File: src/rtl/axis_sync_fifo.sv
// -----------------------------------------------------------------------------
// axis_sync_fifo
//
// Single-clock AXI4-Stream FIFO with first-word-fall-through output. Words
// are kept in a circular buffer addressed by a write pointer and a read
// pointer. A separate level counter tracks how many words are stored. Each
// word is stored together with its tuser and tlast sideband bits.
//
// Parameters
//   DATA_BYTES : tdata width in bytes (tdata is 8*DATA_BYTES bits), >= 1
//   DEPTH      : number of storage entries, >= 2, any value (not only 2^n)
//   AF_THRESH  : almost_full  asserts when level >= AF_THRESH (1..DEPTH)
//   AE_THRESH  : almost_empty asserts when level <= AE_THRESH (0..DEPTH-1)
//
// Ports
//   aclk           in   rising-edge clock for all state
//   rst            in   synchronous, active-high reset
//   s_axis_tdata   in   write data
//   s_axis_tvalid  in   write request
//   s_axis_tready  out  FIFO can accept a word (level != DEPTH)
//   s_axis_tuser   in   sideband bit, stored with the word
//   s_axis_tlast   in   packet end, stored with the word
//   m_axis_tdata   out  head-of-queue data (only meaningful while tvalid=1)
//   m_axis_tvalid  out  a head word is present (level != 0)
//   m_axis_tready  in   consumer accepts the head word
//   m_axis_tuser   out  sideband of the head word
//   m_axis_tlast   out  packet end of the head word
//   level          out  number of stored words, 0..DEPTH
//   almost_full    out  level >= AF_THRESH
//   almost_empty   out  level <= AE_THRESH
// -----------------------------------------------------------------------------
module axis_sync_fifo #(
  parameter int DATA_BYTES = 2,
  parameter int DEPTH      = 16,
  parameter int AF_THRESH  = DEPTH - 2,
  parameter int AE_THRESH  = 1,
  localparam int LW        = $clog2(DEPTH + 1)
) (
  input  logic                    aclk,
  input  logic                    rst,

  input  logic [8*DATA_BYTES-1:0] s_axis_tdata,
  input  logic                    s_axis_tvalid,
  output logic                    s_axis_tready,
  input  logic                    s_axis_tuser,
  input  logic                    s_axis_tlast,

  output logic [8*DATA_BYTES-1:0] m_axis_tdata,
  output logic                    m_axis_tvalid,
  input  logic                    m_axis_tready,
  output logic                    m_axis_tuser,
  output logic                    m_axis_tlast,

  output logic [LW-1:0]           level,
  output logic                    almost_full,
  output logic                    almost_empty
);

  localparam int DW = 8 * DATA_BYTES;
  // Pointer width: enough to address entries 0..DEPTH-1 (DEPTH >= 2, so >= 1).
  localparam int PW = $clog2(DEPTH);

  localparam logic [PW-1:0] PTR_LAST  = PW'(DEPTH - 1);
  localparam logic [LW-1:0] LVL_FULL  = LW'(DEPTH);
  localparam logic [LW-1:0] LVL_AF    = LW'(AF_THRESH);
  localparam logic [LW-1:0] LVL_AE    = LW'(AE_THRESH);

  // One storage entry: data plus the sideband that must travel with it.
  typedef struct packed {
    logic [DW-1:0] data;
    logic          user;
    logic          last;
  } entry_t;

  // ---------------------------------------------------------------------------
  // State
  // ---------------------------------------------------------------------------
  entry_t          mem_q [DEPTH];
  logic [PW-1:0]   wr_ptr_q, wr_ptr_d;
  logic [PW-1:0]   rd_ptr_q, rd_ptr_d;
  logic [LW-1:0]   level_q,  level_d;

  // ---------------------------------------------------------------------------
  // Handshakes
  // ---------------------------------------------------------------------------
  // Both ready and valid come only from the registered level. This keeps
  // m_axis_tready out of the s_axis_tready path. As a consequence, a full
  // FIFO refuses a write even in a cycle where it is also being read.
  logic wr_fire;
  logic rd_fire;
  entry_t wr_entry;
  entry_t head_entry;

  assign s_axis_tready = (level_q != LVL_FULL);
  assign m_axis_tvalid = (level_q != '0);

  // During reset the whole transfer is discarded, so no storage write occurs
  // and no pointer moves.
  assign wr_fire = s_axis_tvalid & s_axis_tready & ~rst;
  assign rd_fire = m_axis_tvalid & m_axis_tready & ~rst;

  assign wr_entry = '{data: s_axis_tdata, user: s_axis_tuser, last: s_axis_tlast};

  // ---------------------------------------------------------------------------
  // Next-state logic
  // ---------------------------------------------------------------------------
  // NOTE: each always_comb assigns defaults first, so every path drives every
  // output and no latch is inferred.
  always_comb begin
    wr_ptr_d = wr_ptr_q;
    rd_ptr_d = rd_ptr_q;
    level_d  = level_q;

    // The pointers wrap explicitly at DEPTH-1. This keeps the buffer correct
    // when DEPTH is not a power of two.
    if (wr_fire) begin
      wr_ptr_d = (wr_ptr_q == PTR_LAST) ? '0 : wr_ptr_q + PW'(1);
    end
    if (rd_fire) begin
      rd_ptr_d = (rd_ptr_q == PTR_LAST) ? '0 : rd_ptr_q + PW'(1);
    end

    // The level is unchanged when both transfers happen or when neither does.
    unique case ({wr_fire, rd_fire})
      2'b10:   level_d = level_q + LW'(1);
      2'b01:   level_d = level_q - LW'(1);
      default: level_d = level_q;
    endcase
  end

  // ---------------------------------------------------------------------------
  // Registers
  // ---------------------------------------------------------------------------
  // NOTE: sequential state uses non-blocking assignments only, so every flop
  // samples values from before the edge.
  always_ff @(posedge aclk) begin
    if (rst) begin
      wr_ptr_q <= '0;
      rd_ptr_q <= '0;
      level_q  <= '0;
    end else begin
      wr_ptr_q <= wr_ptr_d;
      rd_ptr_q <= rd_ptr_d;
      level_q  <= level_d;
    end
  end

  // NOTE: the storage array has no reset. Stale entries are never visible,
  // because m_axis_tvalid depends only on the level, and the level is cleared.
  always_ff @(posedge aclk) begin
    if (wr_fire) begin
      mem_q[wr_ptr_q] <= wr_entry;
    end
  end

  // ---------------------------------------------------------------------------
  // Outputs
  // ---------------------------------------------------------------------------
  // First-word-fall-through: the head entry is read combinationally from the
  // registered read pointer. A word written at edge N becomes visible after
  // edge N, and there is no same-cycle bypass. The head stays stable while the
  // consumer stalls, because rd_ptr_q moves only on a read transfer.
  assign head_entry   = mem_q[rd_ptr_q];
  assign m_axis_tdata = head_entry.data;
  assign m_axis_tuser = head_entry.user;
  assign m_axis_tlast = head_entry.last;

  assign level        = level_q;
  assign almost_full  = (level_q >= LVL_AF);
  assign almost_empty = (level_q <= LVL_AE);

endmodule

File: config.mk
export PLATFORM = sky130hd
export DESIGN_NAME = axis_sync_fifo
export DESIGN_NICKNAME = d
export VERILOG_FILES = /design/src/rtl/axis_sync_fifo.sv
export SDC_FILE = /design/constraint.sdc
export NUM_CORES = 1
export LEC_CHECK = 0
export BUFFER_PORTS_ARGS = -buffer_cell sky130_fd_sc_hd__buf_4
export CAP_MARGIN = 20
export CORE_UTILIZATION = 30
export CTS_BUF_LIST = sky130_fd_sc_hd__clkbuf_8
export DETAILED_ROUTE_END_ITERATION = 16
export HOLD_SLACK_MARGIN = 0.12
export PLACE_DENSITY = 0.52
export SKIP_LAST_GASP = 1
export SYNTH_ARGS = -nofsm -noshare
export SYNTH_HDL_FRONTEND = slang
export SYNTH_SLANG_ARGS = --single-unit
File: constraint.sdc
create_clock -name aclk -period 2.5 [get_ports aclk]
set_input_delay 0.5 -clock aclk [delete_from_list [all_inputs] [get_ports aclk]]
set_output_delay 0.5 -clock aclk [all_outputs]
set_load 0.005 [all_outputs]
* After elaboration in Yosys (flattened, before gate mapping)
Memory sizes are Yosys's and may differ from the RTL's. A register that Yosys moved wholly into a read port is not among the register bits.
Cells that the tools add are included.
** Storage, ports and cells
- Latch bits :: 0
- Output and inout bits :: 27
- Register bits after elaboration :: 13
- ROM bits :: 0
- Bits in writable memories :: 288
- Memories :: 1
- Bits of input ports :: 22
** Operators by class
- Reductions and logical operators :: 2
- Div/mod/pow operators :: 0
- Add/subtract/negate cells :: 4
- Eq/ne operators :: 5
- Multipliers :: 0
- Multiplexer cells :: 7
- Bitwise operators :: 5
- Shift operators :: 0
- $lt $le $gt $ge :: 2
** Memories
- mem_q :: words 16, width 18, rd ports 1, clocked after Yosys merged registers in 1, wr ports 1, RTL line 78 : entry_t mem_q [DEPTH];
** Operators with widths (number)
- 4-bit two-way mux :: 4
- 5-bit one-hot mux with 2 select lines :: 1
- 4-bit by 1-bit adder with 4-bit output, second input constant :: 2
- 4-bit equality test, second input constant :: 2
- 5-bit by 1-bit adder with 5-bit output, second input constant :: 1
- 5-bit by 4-bit >= comparator with 1-bit output, second input constant :: 1
- 5-bit by 1-bit <= comparator with 1-bit output, second input constant :: 1
- 5-bit != test, second input constant :: 1
- 5-bit nonzero test :: 1
- 5-bit by 1-bit subtractor with 5-bit output, second input constant :: 1
- 1-bit AND :: 4
- 2-bit by 1-bit equality test with 1-bit output, second input constant :: 1
- 2-bit equality test, second input constant :: 1
- 1-bit two-way mux :: 2
- 2-bit nonzero test :: 1
- 1-bit inverter :: 1

* Longest topological paths before layout
Gate-level depths: netlist of run 1.
- Depth in word-level cells :: 5
- Gate-level depth with buffers :: 11
- Depth with buffers taken out :: 10

* Worst setup path after synthesis of run 1
No wires, ideal clock.
- Kind :: reg2reg
- Start point :: register level_q[1], in the netlist level[1]
- End point :: register level_q[3], in the netlist level[3]
- Period minus slack after synthesis :: 2.341 ns
- Arrival time :: 2.213 ns
- Slack :: 0.159 ns
- Data required time :: 2.372 ns
- Cell stages (with the launch flop) :: 12
- Path through :: dfxtp_1 inv_1 ha_1 nand4bb_1 and3b_1 buf_4 inv_2 ha_1 or4b_1 a21oi_1 xnor2_1 nor2_1
** On the way
- Cells in the longest elaborated chain, start to end :: 5
- Elaborated cells between the ends (all ways) :: 12
- Classes of those cells :: 2 x add/sub; 3 x eq/ne; 1 x mux; 4 x bitwise; 2 x reduce/logical
** RTL lines
- start: declaration :: RTL line 81 : logic [LW-1:0] level_q, level_d;
- start signal: assignment :: RTL line 144 : level_q <= level_d;
- 5-bit != test * :: RTL line 94 : assign s_axis_tready = (level_q != LVL_FULL);
- via s_axis_tready :: RTL line 44 : output logic s_axis_tready,
- 1-bit AND * (2 in a row) :: RTL line 99 : assign wr_fire = s_axis_tvalid & s_axis_tready & ~rst;
- 2-bit by 1-bit equality test with 1-bit output or 2-bit equality test (tied branches) :: RTL line 124 : unique case ({wr_fire, rd_fire})
- 5-bit one-hot mux with 2 select lines or 2-bit nonzero test (tied branches)
The timed path passes the listed nets; every way through them passes the cells marked *.
A chain may end at the register's enable or synchronous reset.

==> metrics.md, run 1 <==
| Metric | Value |
|---|---|
| Register area share after synthesis | `0.7564` |
| Fin Hold WS | `232.1 ps` |
| N_diodes | `0` |
| Asr flop ratio synth | `0` |
| Top delay family on crit path | `multiplexers` |
| Synth top area cells | `edfxtp_1 (73%), mux4_2 (9.5%), mux4_1 (4.9%), dfxtp_1 (2.9%), a22oi_1 (2.3%)` |
| Filler cells | `3550` |
| Largest net degree at the start of global routing | `41` |
| Die Wd | `201.0 um` |
| Clock transition at the registers of the reported paths | `60 ps` |
| CTS Root Buffer Type | `clkbuf_8` |
| RR Endpoint | `level[3]$_SDFFE_PP0P_` |
| First DRT Iteration DRCs | `355` |
| Die Ht | `201.0 um` |
| Status | `finished with violations` |
| Clock sinks | `305` |
| Final Power | `10.47 mW` |
| Avg Inst Size Synth | `21.41 um2` |
| Netlist cell types | `43` |
| Final nets | `725` |
| Worst path most repeated cell | `buf_12` |
| Synth warn | `0` |
| First-pass detailed-route iteration total | `4` |
| Design area | `14630 um2` |
| Clock Skew | `15.97 ps` |
| Area Overhead vs Synth | `23.10%` |
| Tot GR Track Use | `0.1333` |
| Bufs and invs on worst path | `3` |
| RSZ-0062 raised after global routing | `yes` |
| Hold Crit Class | `input port to flop` |
| Via count | `5996` |
| First-pass GRT wire length | `39490 um` |
| Final WL | `27660 um` |
| Worst endpoint required time | `2000 ps` |
| IO Port Bufs | `48` |
| Slowest cell on crit path | `mux4_1` |
| Mapped Nets | `588` |
| DR WL/cell | `22.23 um` |
| Storage cell area | `8994 um2` |
| Period utilisation layout | `1.095` |
| Syn Std Cell Area | `11880 um2` |
| Post-synth EDFFs | `288` |
| Fraction of layout instances using a drive strength above 1 | `0.3898` |
| Final hold violations | `0` |
| Fmax | `365.4 MHz` |
| Core area | `38830 um2` |
| Worst slew margin | `0.7171` |
| Fin crit period | `2736 ps` |
| # rows | `72` |
| Post-layout worst setup margin | `-236.4 ps` |
| CTS Hold Buffers Added | `0` |
| Violated checks | `negative setup slack` |
| Maxcap violations | `0` |
| Critical path fanouts, max | `7` |
| Initial antenna violation count | `0` |
| Grt ovf | `0` |
| Initial core utilization | `0.3061` |
| Post-synth top area share | `0.7277` |
| R2r setup slk | `190 ps` |
| Power per standard cell area | `715.7 nW/um2` |
| R2R depth | `10` |
| Mapped Cells | `555` |
| Antenna-violating nets left | `0` |
| Worst Hold Endpoint | `mem_q[4][15]$_DFFE_PP_` |
| Dpl cells | `1131` |
| DR vias/cell | `4.820` |
| Top_reg_cell synth | `edfxtp_1` |
| Final setup fails | `18` |
| Worst R2R Start | `level[1]$_SDFFE_PP0P_` |
| Hold path start | `s_axis_tdata[13]` |
| H-tree lvl count | `2` |
| Kind of critical path | `flop to output port` |
| Worst-Skew Late Latency | `560 ps` |
| Vias in the first global route | `6303` |
| Drc violations | `0` |
| P_leak | `4.793 nW` |
| CP cell instances | `buf_12 > buf_12 > mux4_1 > a22oi_1 > nand2_2 > buf_4` |
| Hold path depth | `1` |
| Max Root-Sink Buffers | `3` |
| Pre-CTS setup slack | `160.9 ps` |
| Non-Filler Instances | `1244` |
| Largest vdd supply drop | `294.3 uV` |
| Slowest stage delay, CP | `560 ps` |
| Worst Tran Pin Value | `424.3 ps` |
| Dpl cell area | `13250 um2` |
| Estimated wirelength of the detail-placed design | `15100 um` |
| Post-synth top area cell | `edfxtp_1` |
| Slew Limit Fails | `0` |
| Yosys reg bits | `305` |
| CTS tree | `yes` |
| Arrival time at the worst endpoint | `2240 ps` |
| CP Capture Type | `output port` |
| Ports | `49` |
| Multi-input logic area | `2838 um2` |
| Type of origin of the critical path | `flop` |
| Gpl congestion | `0.7298` |
| Die ar. | `40410 um2` |
| CTS Buf Count | `48` |
## worst register-to-register path: cells and delay by family, from the launching register on
kind | cells | cell delay (ps)
AND/OR/NAND/NOR | 4 | 890
adder cells (fa/ha/maj) | 2 | 430
flip-flops | 1 | 310
buffers and inverters | 2 | 230
AO/OA/AOI/OAI | 1 | 190
XOR/XNOR | 1 | 150
## cell usage in the layout (no fill, tap or decap), types with 3 or more instances in the layout
cell type,count
and2_1,12
clkinv_1,3
buf_12,22
ha_1,10
and3_1,6
nand3_1,3
buf_6,9
a22oi_2,29
nand2b_1,4
dfxtp_1,15
nor2_1,4
mux2i_1,3
a22oi_1,7
nand2_2,7
nand2_1,19
clkinv_2,6
inv_1,26
buf_4,78
a21oi_1,9
clkbuf_16,5
clkbuf_8,49
mux4_1,11
mux4_2,61
edfxtp_1,288
o21ai_0,4
## cell type report
| class | instances | share of cell area |
|---|---|---|
| flip-flops and latches | 305 | 0.6148 |
| clock buffers | 49 | 0.04610 |
| well taps | 518 | 0.04430 |
| repair buffers | 114 | 0.08561 |
| clock inverters | 35 | 0.01368 |
| multi-input cells | 217 | 0.1940 |
| inverters | 6 | 0.001540 |
## per-layer routing
metal / GRT usage / up-vias / wire, um
met4: 0.03844 / 0 / 569
met5: 0 / - / 0
met2: 0.2269 / 161 / 13830
met3: 0.02532 / 50 / 1544
met1: 0.1728 / 3179 / 11720
li1: - / 2606 / -
## worst max-delay path by stage
stage                                      from               endpoint  slack (ps)  cells after the start
final                                      flop        m_axis_tdata[1]        -240                      6
after global routing                       flop        m_axis_tdata[1]        -320                      6
after CTS                                  flop        m_axis_tdata[5]        -300                      5
after detailed placement  level[1]$_SDFFE_PP0P_  level[3]$_SDFFE_PP0P_         160                     10
after global placement    level[1]$_SDFFE_PP0P_  level[3]$_SDFFE_PP0P_         240                     10
after floorplan           level[1]$_SDFFE_PP0P_  level[3]$_SDFFE_PP0P_         160                     11
## power by group
group | internal, mW | switching, mW
Clock | 2.02 | 1.86
Sequential | 5.63 | 0.0234
Combinational | 0.516 | 0.411
## state kept, by name, indices dropped and copies added (netlist names), named ones only
register,cells
wr_ptr_q,4
mem_q,288
rd_ptr_q,4
level,5
## stage by stage
step | util | TNS [ps]
floorplan | - | 0
global placement | 0.3414 | 0
detailed placement | 0.3414 | 0
CTS | 0.3662 | -4743
global route | 0.3768 | -4981
finish | 0.3768 | -3423
## cells in the mapped netlist (3+ instances only)
| library cell | number |
|---|---|
| mux4_2 | 50 |
| buf_2 | 3 |
| nor2_1 | 5 |
| nand3_1 | 3 |
| inv_1 | 4 |
| a21oi_1 | 9 |
| o21ai_0 | 4 |
| and2_1 | 12 |
| dfxtp_1 | 17 |
| nand2b_1 | 4 |
| buf_4 | 4 |
| edfxtp_1 | 288 |
| buf_1 | 6 |
| clkbuf_1 | 7 |
| nand2_1 | 26 |
| mux4_1 | 22 |
| a22oi_1 | 36 |
| buf_6 | 6 |
| and3_1 | 6 |
| mux2i_1 | 3 |
| ha_1 | 11 |
## repair_timing
item                                    in CTS  in global routing
cloned                                       0                  5
resized for setup                            5                 55
pin swaps                                    0                 18
endpoints found under the setup margin      18                 19
endpoints found under the hold margin        0                  0
buffers inserted                             9                 15
## logic make-up after synthesis
kind of cell / count (synthesis) / share of synthesized area
XOR/XNOR: 4 / 0.002949
adder cells (fa/ha/maj): 11 / 0.01158
AO/OA/AOI/OAI: 54 / 0.03127
multiplexers: 75 / 0.1459
flip-flops: 305 / 0.7564
buffers and inverters: 33 / 0.01590
AND/OR/NAND/NOR: 73 / 0.03601
No activity file was read; power rests on OpenSTA's default activity.
==> run 2, diff against run 1 <==
- CORE_ASPECT_RATIO: not set -> 0.5
==> metrics.md, run 2 (synthesis results as in run 1) <==
| Metric | Value |
|---|---|
| Status | `finished with violations` |
| Violated checks | `negative setup slack` |
| Commonest non-fill, non-tap cell in the layout | `edfxtp_1` |
| Kind of critical path | `flop to output port` |
| Bufs and invs on worst path | `3` |
| Largest Register | `mem_q` |
| DR WL/cell | `21.51 um` |
| Fmax | `366.1 MHz` |
| Worst-Skew Late Latency | `580 ps` |
| CTS Hold Buffers Added | `0` |
| Clock sinks | `305` |
| Largest net degree at the start of global routing | `44` |
| Fraction of layout instances using a drive strength above 1 | `0.3301` |
| Cell internal pwr | `7.912 mW` |
| Hold path depth | `1` |
| Drc violations | `0` |
| Die Ht | `142.7 um` |
| Max Root-Sink Buffers | `3` |
| Arrival time at the worst endpoint | `2230 ps` |
| Worst endpoint required time | `2000 ps` |
| Clock Power Share | `0.361` |
| First-pass GRT wire length | `39390 um` |
| Core area | `38990 um2` |
| Largest vdd supply drop | `312.0 uV` |
| Worst slew margin | `0.7287` |
| Final nets | `708` |
| Dpl cells | `1140` |
| Antenna-violating nets left | `0` |
| R2R depth | `8` |
| Final setup fails | `18` |
| Clock transition at the registers of the reported paths | `60 ps` |
| Non-Filler Instances | `1242` |
| Vias in the first global route | `6102` |
| Die ar. | `40460 um2` |
| Tot GR Track Use | `0.1348` |
| Critical path fanouts, max | `11` |
| Slowest cell on crit path | `mux4_1` |
| Biggest regs | `mem_q (288), level (5)` |
| Via count | `5853` |
| Dpl cell area | `13260 um2` |
| M1 WL | `12800 um` |
| Maxcap violations | `0` |
| CP Depth | `6` |
| Post-layout worst setup margin | `-231.2 ps` |
| Area Overhead vs Synth | `21.51%` |
| Pre-CTS setup slack | `221.5 ps` |
| Ports | `49` |
| Most frequent cells in the layout | `edfxtp_1 (288), buf_4 (63), mux4_2 (53), clkbuf_8 (48)` |
| Final WL | `26720 um` |
| # rows | `51` |
| N_diodes | `0` |
| Slowest stage delay, CP | `560 ps` |
| CP cell instances | `buf_12 > buf_12 > mux4_1 > a22oi_1 > nand2_1 > buf_4` |
| CTS tree | `yes` |
| Worst path most repeated cell | `buf_12` |
| Sequential share of power | `0.553` |
| Period utilisation layout | `1.092` |
| First DRT Iteration DRCs | `508` |
| R2r setup slk | `230 ps` |
| DR vias/cell | `4.713` |
| Estimated wirelength of the detail-placed design | `13430 um` |
| Max reg flops | `288` |
| Initial antenna violation count | `0` |
| First-pass detailed-route iteration total | `5` |
| Fin crit period | `2731 ps` |
| Die Wd | `283.5 um` |
| Clock Skew | `28.23 ps` |
| P_leak | `4.670 nW` |
| Top delay family on crit path | `multiplexers` |
| Metal3 WL | `1609 um` |
| IO Port Bufs | `48` |
| Switch Pwr | `2.311 mW` |
| Met2 wire len | `11920 um` |
| Slew Limit Fails | `0` |
| CTS Root Buffer Type | `clkbuf_8` |
| H-tree lvl count | `2` |
| Final hold violations | `0` |
| Gpl congestion | `0.7043` |
| Hold Crit Class | `input port to flop` |
| Design area | `14440 um2` |
| Highest Signal Layer | `met4` |
| Filler cells | `3558` |
| CP Capture Type | `output port` |
| Worst Tran Pin Value | `406.9 ps` |
| Type of origin of the critical path | `flop` |
| Grt ovf | `0` |
| Gate power share | `0.086` |
| Power per standard cell area | `708.0 nW/um2` |
| Initial core utilization | `0.3048` |
| RSZ-0062 raised after global routing | `yes` |
| CTS Buf Count | `47` |
| Post-layout util | `0.3704` |
| Final Power | `10.22 mW` |
| Switching Fraction | `0.2261` |
## run 2: changes by cell type in the layout (fill, tap and decap cells not counted), sizes merged
cell    change
buf        -11
inv         -8
bufinv      -2
clkinv     +13
clkbuf      -6
## run 2: worst register-to-register path: cells and delay by family (launching register included)
kind,cells,cell delay [ps]
simple gates,3,990
fa+ha+maj,2,560
flops,1,310
buf+inv,2,190
compound gates,1,140
## run 2: final cells by class
cell class	count	area (um2)	share of cell area
flip-flops and latches	305	8994	0.6228
repair buffers	98	1142	0.07911
clock inverters	38	170.2	0.01178
multi-input cells	217	2788	0.1931
clock buffers	48	660.6	0.04575
well taps	530	663.1	0.04592
inverters	6	22.52	0.001560
## run 2: path summary, 6_finish.rpt
kind / end / from
max: m_axis_tuser / flop
min: mem_q[8][16]$_DFFE_PP_ / s_axis_tdata[14]
max reg2reg: level[2]$_SDFFE_PP0P_ / level[0]$_SDFFE_PP0P_
min reg2reg: wr_ptr_q[0]$_SDFFE_PP0P_ / wr_ptr_q[0]$_SDFFE_PP0P_
## run 2: repair_timing
action	CTS	global route
setup buffers	12	1
resized for setup	21	19
setup endpoints to repair	18	18
cloned	4	0
pin swaps	7	7
## run 2: routing by layer
metal  GRT usage  up-vias
met4     0.03727        0
li1            -     2586
met1      0.2011     3058
met2      0.1988      172
met3     0.02700       37
met5           0        -
## run 2: metrics by stage
step,TNS (ps),hold WS (ps)
after floorplan,0,467.8
after global placement,0,507.5
after detailed placement,0,518.8
after CTS,-4917,171.9
after global routing,-5131,186.8
final,-3454,217.4
## run 2: power groups by stage
stage          Clock [mW]  Sequential, mW  Combinational, mW
2_1_floorplan           0            5.76              0.443
3_3_place_gp            0            5.76              0.741
3_5_place_dp            0            5.76              0.749
4_1_cts              3.83            5.65              0.881
5_1_grt              4.04            5.65              0.953
6_report             3.69            5.65              0.878
==> run 3, diff against run 2 <==
- PLACE_DENSITY: 0.52 -> 0.57
==> metrics.md, run 3 (synthesis results as in run 1) <==
| Metric | Value |
|---|---|
| Gpl congestion | `0.7390` |
| Final hold violations | `0` |
| Die Wd | `283.5 um` |
| Bufs and invs on worst path | `4` |
| Type of origin of the critical path | `flop` |
| First-pass detailed-route iteration total | `5` |
| Slew Limit Fails | `0` |
| Biggest regs | `mem_q (288), level (5)` |
| Estimated wirelength of the detail-placed design | `13980 um` |
| Final Power | `10.71 mW` |
| Area Overhead vs Synth | `22.63%` |
| Hold Crit Class | `input port to flop` |
| # rows | `51` |
| Via count | `5840` |
| Commonest non-fill, non-tap cell in the layout | `edfxtp_1` |
| First-pass GRT wire length | `38470 um` |
| Maxcap violations | `0` |
| Tot GR Track Use | `0.1285` |
| Filler cells | `3518` |
| Power per standard cell area | `734.9 nW/um2` |
| P_leak | `4.702 nW` |
| Grt ovf | `0` |
| Drc violations | `0` |
| Top delay family on crit path | `multiplexers` |
| Largest net degree at the start of global routing | `28` |
| First DRT Iteration DRCs | `533` |
| Die ar. | `40460 um2` |
| Worst Tran Pin Value | `591.6 ps` |
| Worst-Skew Late Latency | `560 ps` |
| Clock Skew | `15.43 ps` |
| CTS Buf Count | `46` |
| Antenna-violating nets left | `0` |
| CTS Root Buffer Type | `clkbuf_8` |
| Slowest stage delay, CP | `520 ps` |
| RSZ-0062 raised after global routing | `yes` |
| Largest vdd supply drop | `319.3 uV` |
| N_diodes | `0` |
| Most frequent cells in the layout | `edfxtp_1 (288), mux4_2 (65), buf_4 (64), clkbuf_8 (46), a22oi_2 (30)` |
| Core area | `38990 um2` |
| H-tree lvl count | `2` |
| Largest Register | `mem_q` |
| Post-layout worst setup margin | `-211.3 ps` |
| Kind of critical path | `flop to output port` |
| Worst endpoint required time | `2000 ps` |
| Violated checks | `negative setup slack` |
| Final nets | `707` |
| Critical path fanouts, max | `6` |
| Fmax | `368.8 MHz` |
| IO Port Bufs | `48` |
| Vias in the first global route | `6055` |
| Fin crit period | `2711 ps` |
| Final WL | `25890 um` |
| Initial antenna violation count | `0` |
| CP Capture Type | `output port` |
| Clock transition at the registers of the reported paths | `60 ps` |
| Clock sinks | `305` |
| Final setup fails | `18` |
| Fraction of layout instances using a drive strength above 1 | `0.3761` |
| Max reg flops | `288` |
| Ports | `49` |
| Die Ht | `142.7 um` |
| Worst path most repeated cell | `buf_4` |
| Max Root-Sink Buffers | `3` |
| Initial core utilization | `0.3048` |
| Pre-CTS setup slack | `209.9 ps` |
| Slowest cell on crit path | `mux4_2` |
| CP cell instances | `buf_4 > buf_12 > buf_16 > mux4_2 > a22oi_2 > nand2_1 > buf_4` |
| CTS tree | `yes` |
| Status | `finished with violations` |
| DR WL/cell | `20.88 um` |
| Arrival time at the worst endpoint | `2210 ps` |
| DR vias/cell | `4.710` |
| Period utilisation layout | `1.085` |
| Worst slew margin | `0.6056` |
==> run 3: cell types whose count changed in the layout (fill, tap and decap cells not counted), sizes merged <==
cell / delta
inv: +2
bufinv: +5
clkbuf: -2
clkinv: -7
==> run 3: path summary, 6_finish.rpt <==
kind	start	to	slack, ps	cells past startpoint
max	flop	m_axis_tdata[7]	-210	7
min	rst	level[0]$_SDFFE_PP0P_	180	2
max reg2reg	level[1]$_SDFFE_PP0P_	level[3]$_SDFFE_PP0P_	200	10
min reg2reg	wr_ptr_q[0]$_SDFFE_PP0P_	wr_ptr_q[0]$_SDFFE_PP0P_	530	2
==> run 3: routing by layer <==
layer	wire [um]	GRT usage
met2	12410	0.2076
met4	369	0.03243
met5	0	0
met3	1188	0.02476
met1	11930	0.1791
==> run 3: final cells by class <==
| class | count | area [um2] | area share |
|---|---|---|---|
| clock buffers | 46 | 633.1 | 0.04344 |
| clock inverters | 38 | 297.8 | 0.02043 |
| inverters | 6 | 22.52 | 0.001545 |
| multi-input cells | 217 | 2811 | 0.1929 |
| flip-flops and latches | 305 | 8996 | 0.6173 |
| well taps | 530 | 663.1 | 0.04551 |
| repair buffers | 98 | 1149 | 0.07882 |
==> run 3: timing repair <==
action                                  4_1_cts  5_1_grt
hold buffers                                  0        0
gates cloned                                  7        0
pin swaps                                    18       11
endpoints found under the hold margin         0        0
endpoints found under the setup margin       18       18
buffers inserted                              7        2
gates resized for setup                      42       21
==> run 3: worst register-to-register path, cell delays in order, from the launching register on <==
cell and delay (ps):
dfxtp_1 310, inv_1 130, ha_1 180, nand4bb_1 140, and3b_1 230, inv_2 100
ha_1 290, or4b_1 470, a21oi_1 160, xnor2_1 130, nor2_1 50
==> run 3: power by group <==
part / internal, mW / total, mW / switching (mW) / leakage, nW
Sequential: 5.63 / 5.65 / 0.0247 / 2.73
Clock: 2.26 / 4.14 / 1.89 / 0.530
Combinational: 0.505 / 0.911 / 0.406 / 1.44
Total: 8.39 / 10.7 / 2.32 / 4.70
==> run 3: per-stage QoR <==
stage	cells	utilization	hold slack (ps)	setup TNS, ps	cell area (um2)
floorplan	555	-	467.8	0	11880
global placement	1142	0.3395	501.7	0	13240
detailed placement	1142	0.3395	509.3	0	13240
CTS	1239	0.3725	142.1	-4593	14520
global route	1240	0.3738	169.2	-5083	14570
finish	1240	0.3738	178.1	-3267	14570
